--- config.mk ---
export PLATFORM = sky130hd
export DESIGN_NAME = hazard_ctrl
export DESIGN_NICKNAME = d
export VERILOG_FILES = /design/src/rtl/hazard_ctrl.sv
export SDC_FILE = /design/constraint.sdc
export NUM_CORES = 1
export LEC_CHECK = 0
export BUFFER_PORTS_ARGS = -buffer_cell sky130_fd_sc_hd__buf_4
export CAP_MARGIN = 10
export CORE_MARGIN = 5
export CORE_UTILIZATION = 45
export DETAILED_ROUTE_END_ITERATION = 7
export PLACE_DENSITY_LB_ADDON = 0.1
export SLEW_MARGIN = 20
export SYNTH_ARGS = -nofsm -noshare
export SYNTH_HDL_FRONTEND = slang
export SYNTH_SLANG_ARGS = --single-unit
--- constraint.sdc ---
create_clock -name clk -period 2.35 [get_ports clk]
set_clock_uncertainty 0.15 [all_clocks]
set_input_delay 0.1175 -clock clk [delete_from_list [all_inputs] [get_ports clk]]
set_output_delay 0.1175 -clock clk [all_outputs]
set_load 0.05 [all_outputs]
--- src/rtl/hazard_ctrl.sv ---
// hazard_ctrl: E/M/W scoreboard driving forwarding, load-use stalls, branch flushes and the mul/div handshake.
// Define HAZARD_CTRL_PERF_EN to add saturating load-use, branch and mul/div wait counters.
module hazard_ctrl #(
    parameter int REG_AW     = 5,
    parameter int NSTAGE_TRK = 3
) (
    input  logic              clk,
    input  logic              rstn,
    input  logic              i_id_valid,
    input  logic [REG_AW-1:0] i_id_ra1,
    input  logic [REG_AW-1:0] i_id_ra2,
    input  logic              i_id_use1,
    input  logic              i_id_use2,
    input  logic              i_id_wen,
    input  logic [REG_AW-1:0] i_id_wra,
    input  logic              i_id_load,
    input  logic              i_id_md,
    input  logic              i_ex_br_taken,
    input  logic              i_md_done,
    output logic              o_stall_f,
    output logic              o_stall_d,
    output logic              o_stall_e,
    output logic              o_flush_d,
    output logic              o_flush_e,
    output logic              o_md_start,
    output logic [1:0]        o_fwd1,
    output logic [1:0]        o_fwd2,
    output logic              o_md_busy
`ifdef HAZARD_CTRL_PERF_EN
    ,
    output logic [31:0]       o_cnt_lu,
    output logic [31:0]       o_cnt_br,
    output logic [31:0]       o_cnt_md
`endif
);
    typedef enum logic {RUN, MD_WAIT} state_t;
    typedef struct packed {
        logic              valid;
        logic [REG_AW-1:0] wra;
        logic              load;
        logic              md;
    } ent_t;
    typedef struct packed {
        logic              valid;
        logic [REG_AW-1:0] wra;
    } trk_t;

    if (NSTAGE_TRK != 3) begin : g_bad_cfg
        $error("hazard_ctrl supports NSTAGE_TRK == 3 only");
    end

    state_t state, state_nx;
    ent_t   e, e_nx, d_ent;
    trk_t   m, w, m_nx;
    logic   run, hold, hit1, hit2, lu, br;

    function automatic logic [1:0] fsel(input logic u, input logic [REG_AW-1:0] ra,
                                        input ent_t se, input trk_t sm, input trk_t sw);
        if (!u || ra == '0) return 2'b00;
        return (se.valid && se.wra == ra) ? 2'b01 :
               (sm.valid && sm.wra == ra) ? 2'b10 :
               (sw.valid && sw.wra == ra) ? 2'b11 : 2'b00;
    endfunction

    always_comb begin
        run        = state == RUN;
        hold       = !run && !i_md_done;
        hit1       = i_id_use1 && i_id_ra1 != '0 && e.valid && e.wra == i_id_ra1;
        hit2       = i_id_use2 && i_id_ra2 != '0 && e.valid && e.wra == i_id_ra2;
        lu         = run && i_id_valid && e.load && (hit1 || hit2);
        br         = run && i_ex_br_taken;
        // a taken branch squashes the dependent instruction, so no stall is needed
        o_stall_f  = hold || (lu && !br);
        o_stall_d  = hold || (lu && !br);
        o_stall_e  = hold;
        o_flush_d  = br;
        o_flush_e  = br || lu;
        o_md_start = run && e.md;
        o_md_busy  = !run;
        o_fwd1     = fsel(i_id_use1, i_id_ra1, e, m, w);
        o_fwd2     = fsel(i_id_use2, i_id_ra2, e, m, w);
        d_ent      = i_id_valid ? ent_t'{i_id_wen && i_id_wra != '0, i_id_wra, i_id_load, i_id_md} : '0;
        e_nx       = hold ? e : (lu || br) ? '0 : d_ent;
        m_nx       = hold ? '0 : trk_t'{e.valid, e.wra};
        state_nx   = run ? (e.md ? MD_WAIT : RUN) : (i_md_done ? RUN : MD_WAIT);
    end

    always_ff @(posedge clk) begin
        if (!rstn) begin
            state <= RUN;
            e     <= '0;
            m     <= '0;
            w     <= '0;
        end else begin
            state <= state_nx;
            e     <= e_nx;
            m     <= m_nx;
            w     <= m;
        end
    end

`ifdef HAZARD_CTRL_PERF_EN
    always_ff @(posedge clk) begin
        if (!rstn) begin
            o_cnt_lu <= '0;
            o_cnt_br <= '0;
            o_cnt_md <= '0;
        end else begin
            if (lu && !br && ~&o_cnt_lu) o_cnt_lu <= o_cnt_lu + 32'd1;
            if (br && ~&o_cnt_br) o_cnt_br <= o_cnt_br + 32'd1;
            if (!run && ~&o_cnt_md) o_cnt_md <= o_cnt_md + 32'd1;
        end
    end
`endif
endmodule
==> qor.yml <==
relSlewSlack_pct: 65.6
dr.first_iter.drc_count: 16
path_max_fanout: 4
wire_per_inst_um: 14.4
post-cts-setup-buffers: 0
peakVddDrop_uv: 379
synth_area_mm2: 0.00112
vias: 999
final_core_util_pct: 64.9
dp_hpwl_um: 2140
io_buffers: 35
syn_inst: 116
fin_crit_sh_pct: 93.8
area_growth_syn_to_layout_pct: 40.4
dieArea_mm2: 0.00360
drc: 0
hold_viol: 0
synth_area_leaders: "dfxtp_1 37%, xor2_1 14%, xnor2_1 9.4%"
cts_tree: "built"
clkTransAtPathRegs_ns: 0.12
yosysWarnings: 0
tightest_slew_ns: 0.517
fin_worst_hold_slack_ns: 0.228
cts_made_buffers: 3
firstDrtPassIters: 4
met1_usage_pct: 19.3
worstPathCellList: "xnor2_1 > nand3_1 > nor4_4 > a21oi_1 > a21oi_4 > buf_4"
antenna_cells: 0
met2_usage_pct: 28.9
worstSetupStartpointType: "register"
clock_latency_ns: 0.31
track_usage_pct: 16.2
num_rows: 18
grt_pass1_vias: 939
syn_nets: 141
drive_gt1_share_pct: 30.1
start_util_pct: 46.2
routed_wl_um: 2780
yosysSeqAreaShare_pct: 37.4
grt.overflow.total: 0
cp-end-kind: "output pin"
stdcell_area_mm2: 0.00158
avgSynthCellArea_um2: 9.69
clock_path_buffers: 2
gp_congestion: 0.749
cts_max_level: 1
power.density_mw_per_mm2: 437
clock_sinks: 21
arrival_ns: 1.94
fin_nets: 189
ios: 36
root_buffer: "clkbuf_4"
placed_area_mm2: 0.00145
yosysTopAreaCell: "dfxtp_1"
final_cell_count_no_fill: 193
antenna_found_initial: 0
leakage_nw: 0.689
netlist.area_leader.share_pct: 37.4
die_w_um: 60.0
path_class: "reg2out"
viasPerCell: 5.18
max_freq_mhz: 454
critPathSlowestCell: "dfxtp_2"
hold_path.class: "in2reg"
rsz0062_at_grt: "false"
finalSetupViolCount: 0
grt_max_degree: 16
coreArea_mm2: 0.00243
slowest_delay_ns: 0.37
maxCapViolations: 0
grt_pass1_wl_um: 4280
ys_types: 29
outcome: "finished, final reports clean"
gr-max-usage-layer: "met2"
dp.cells: 180
period_minus_slack_ns: 2.20
finalMaxSlewViolations: 0
crit_required_ns: 2.08
ys_ff_latch: 21
ant_nets: 0
grtUsageMet3_pct: 1.94
final.fill_count: 210
die_height_um: 60.0
-- final cells by class --
type	instances	area, um^2	share of cell area (%)
Multi-Input combinational cell	91	721	45.7
Timing Repair Buffer	46	368	23.3
Tap cell	30	37.5	2.38
Clock buffer	4	26.3	1.67
Sequential cell	21	422	26.7
Inverter	1	3.75	0.238
-- metal layers --
metal / part of all wire (%) / up-vias
met5: 0 / -
met4: 1.4 / 0
met3: 5.6 / 4
met2: 50 / 27
met1: 43 / 464
li1: - / 504
-- path summary, 6_finish.rpt --
| kind | startpoint | end | slack, ns | depth (start not counted) |
|---|---|---|---|---|
| max | e[6]$_SDFFE_PN0N_ | o_stall_d | 0.15 | 6 |
| min | i_id_valid | e[6]$_SDFFE_PN0N_ | 0.23 | 4 |
| max reg2reg | o_md_busy$_SDFF_PN0_ | e[7]$_SDFFE_PN0N_ | 0.51 | 4 |
| min reg2reg | e[1]$_SDFFE_PN0N_ | e[1]$_SDFFE_PN0N_ | 0.35 | 1 |
-- cell usage after synthesis, drive strengths merged --
cell	n
a32o	1
o21ai	2
nor2b	4
nand2b	2
a22o	7
inv	1
nand4b	1
nor4	5
nand3	5
a2111oi	1
a211oi	2
or4	2
a21oi	2
dfxtp	21
nor3	2
a22oi	2
and3	8
nand2	2
xnor2	12
clkbuf	1
nor2	5
buf	2
xor2	18
and2	7
o21a	1
-- cell families (layout without fill, tap and decap cells) --
kind of cell / count (synthesis) / in the layout / synth area share (%)
buf+inv: 4 / 51 / 1.67
simple gates: 43 / 43 / 22.6
compound gates: 18 / 18 / 14.9
xor+xnor: 30 / 30 / 23.4
flops: 21 / 21 / 37.4
-- layout by cell type, fill, tap and decap left out, types with 3 or more instances in the layout --
cell type,n
clkbuf_4,3
xor2_1,18
nor4_1,4
xnor2_1,12
dlygate4sd3_1,9
nor2_1,4
dfxtp_1,20
and2_1,7
a22o_1,7
nor2b_1,4
buf_4,37
nand3_1,5
and3_1,8
-- worst max-delay path, delay by kind of cell, from the launching register on --
family,cells,cell delay (ns)
xor gates and xnor gates,1,0.20
buffers and inverters,1,0.21
AOI/OAI and AO/OA,2,0.32
and+or+nand+nor,2,0.53
DFF,1,0.37
-- timing repair --
action / CTS / global route
gates cloned: 0 / 0
endpoints found under the setup margin: 3 / 2
hold buffers: 9 / 0
endpoints found under the hold margin: 16 / 0
resized for setup: 1 / 2
-- through the flow --
| step | setup slack [ns] | setup TNS (ns) | power (mW) |
|---|---|---|---|
| finish | 0.145 | 0 | 0.689 |
| global route | 0.00879 | 0 | 0.720 |
| CTS | 0.0619 | 0 | 0.692 |
| detailed placement | 0.226 | 0 | 0.506 |
| global placement | 0.250 | 0 | 0.504 |
| floorplan | -0.0102 | -0.0102 | 0.443 |
-- power breakdown --
| group | internal [mW] | total (mW) | switching (mW) |
|---|---|---|---|
| sequential | 0.364 | 0.371 | 0.00790 |
| combinational | 0.0727 | 0.141 | 0.0686 |
| clock | 0.0663 | 0.177 | 0.110 |
| total | 0.503 | 0.689 | 0.187 |
-- registers in the layout (all words and copies together) (netlist names) --
signal,flops
e,8
m,6
o_md_busy,1
w,6
Power figures use the tool's default switching activity.
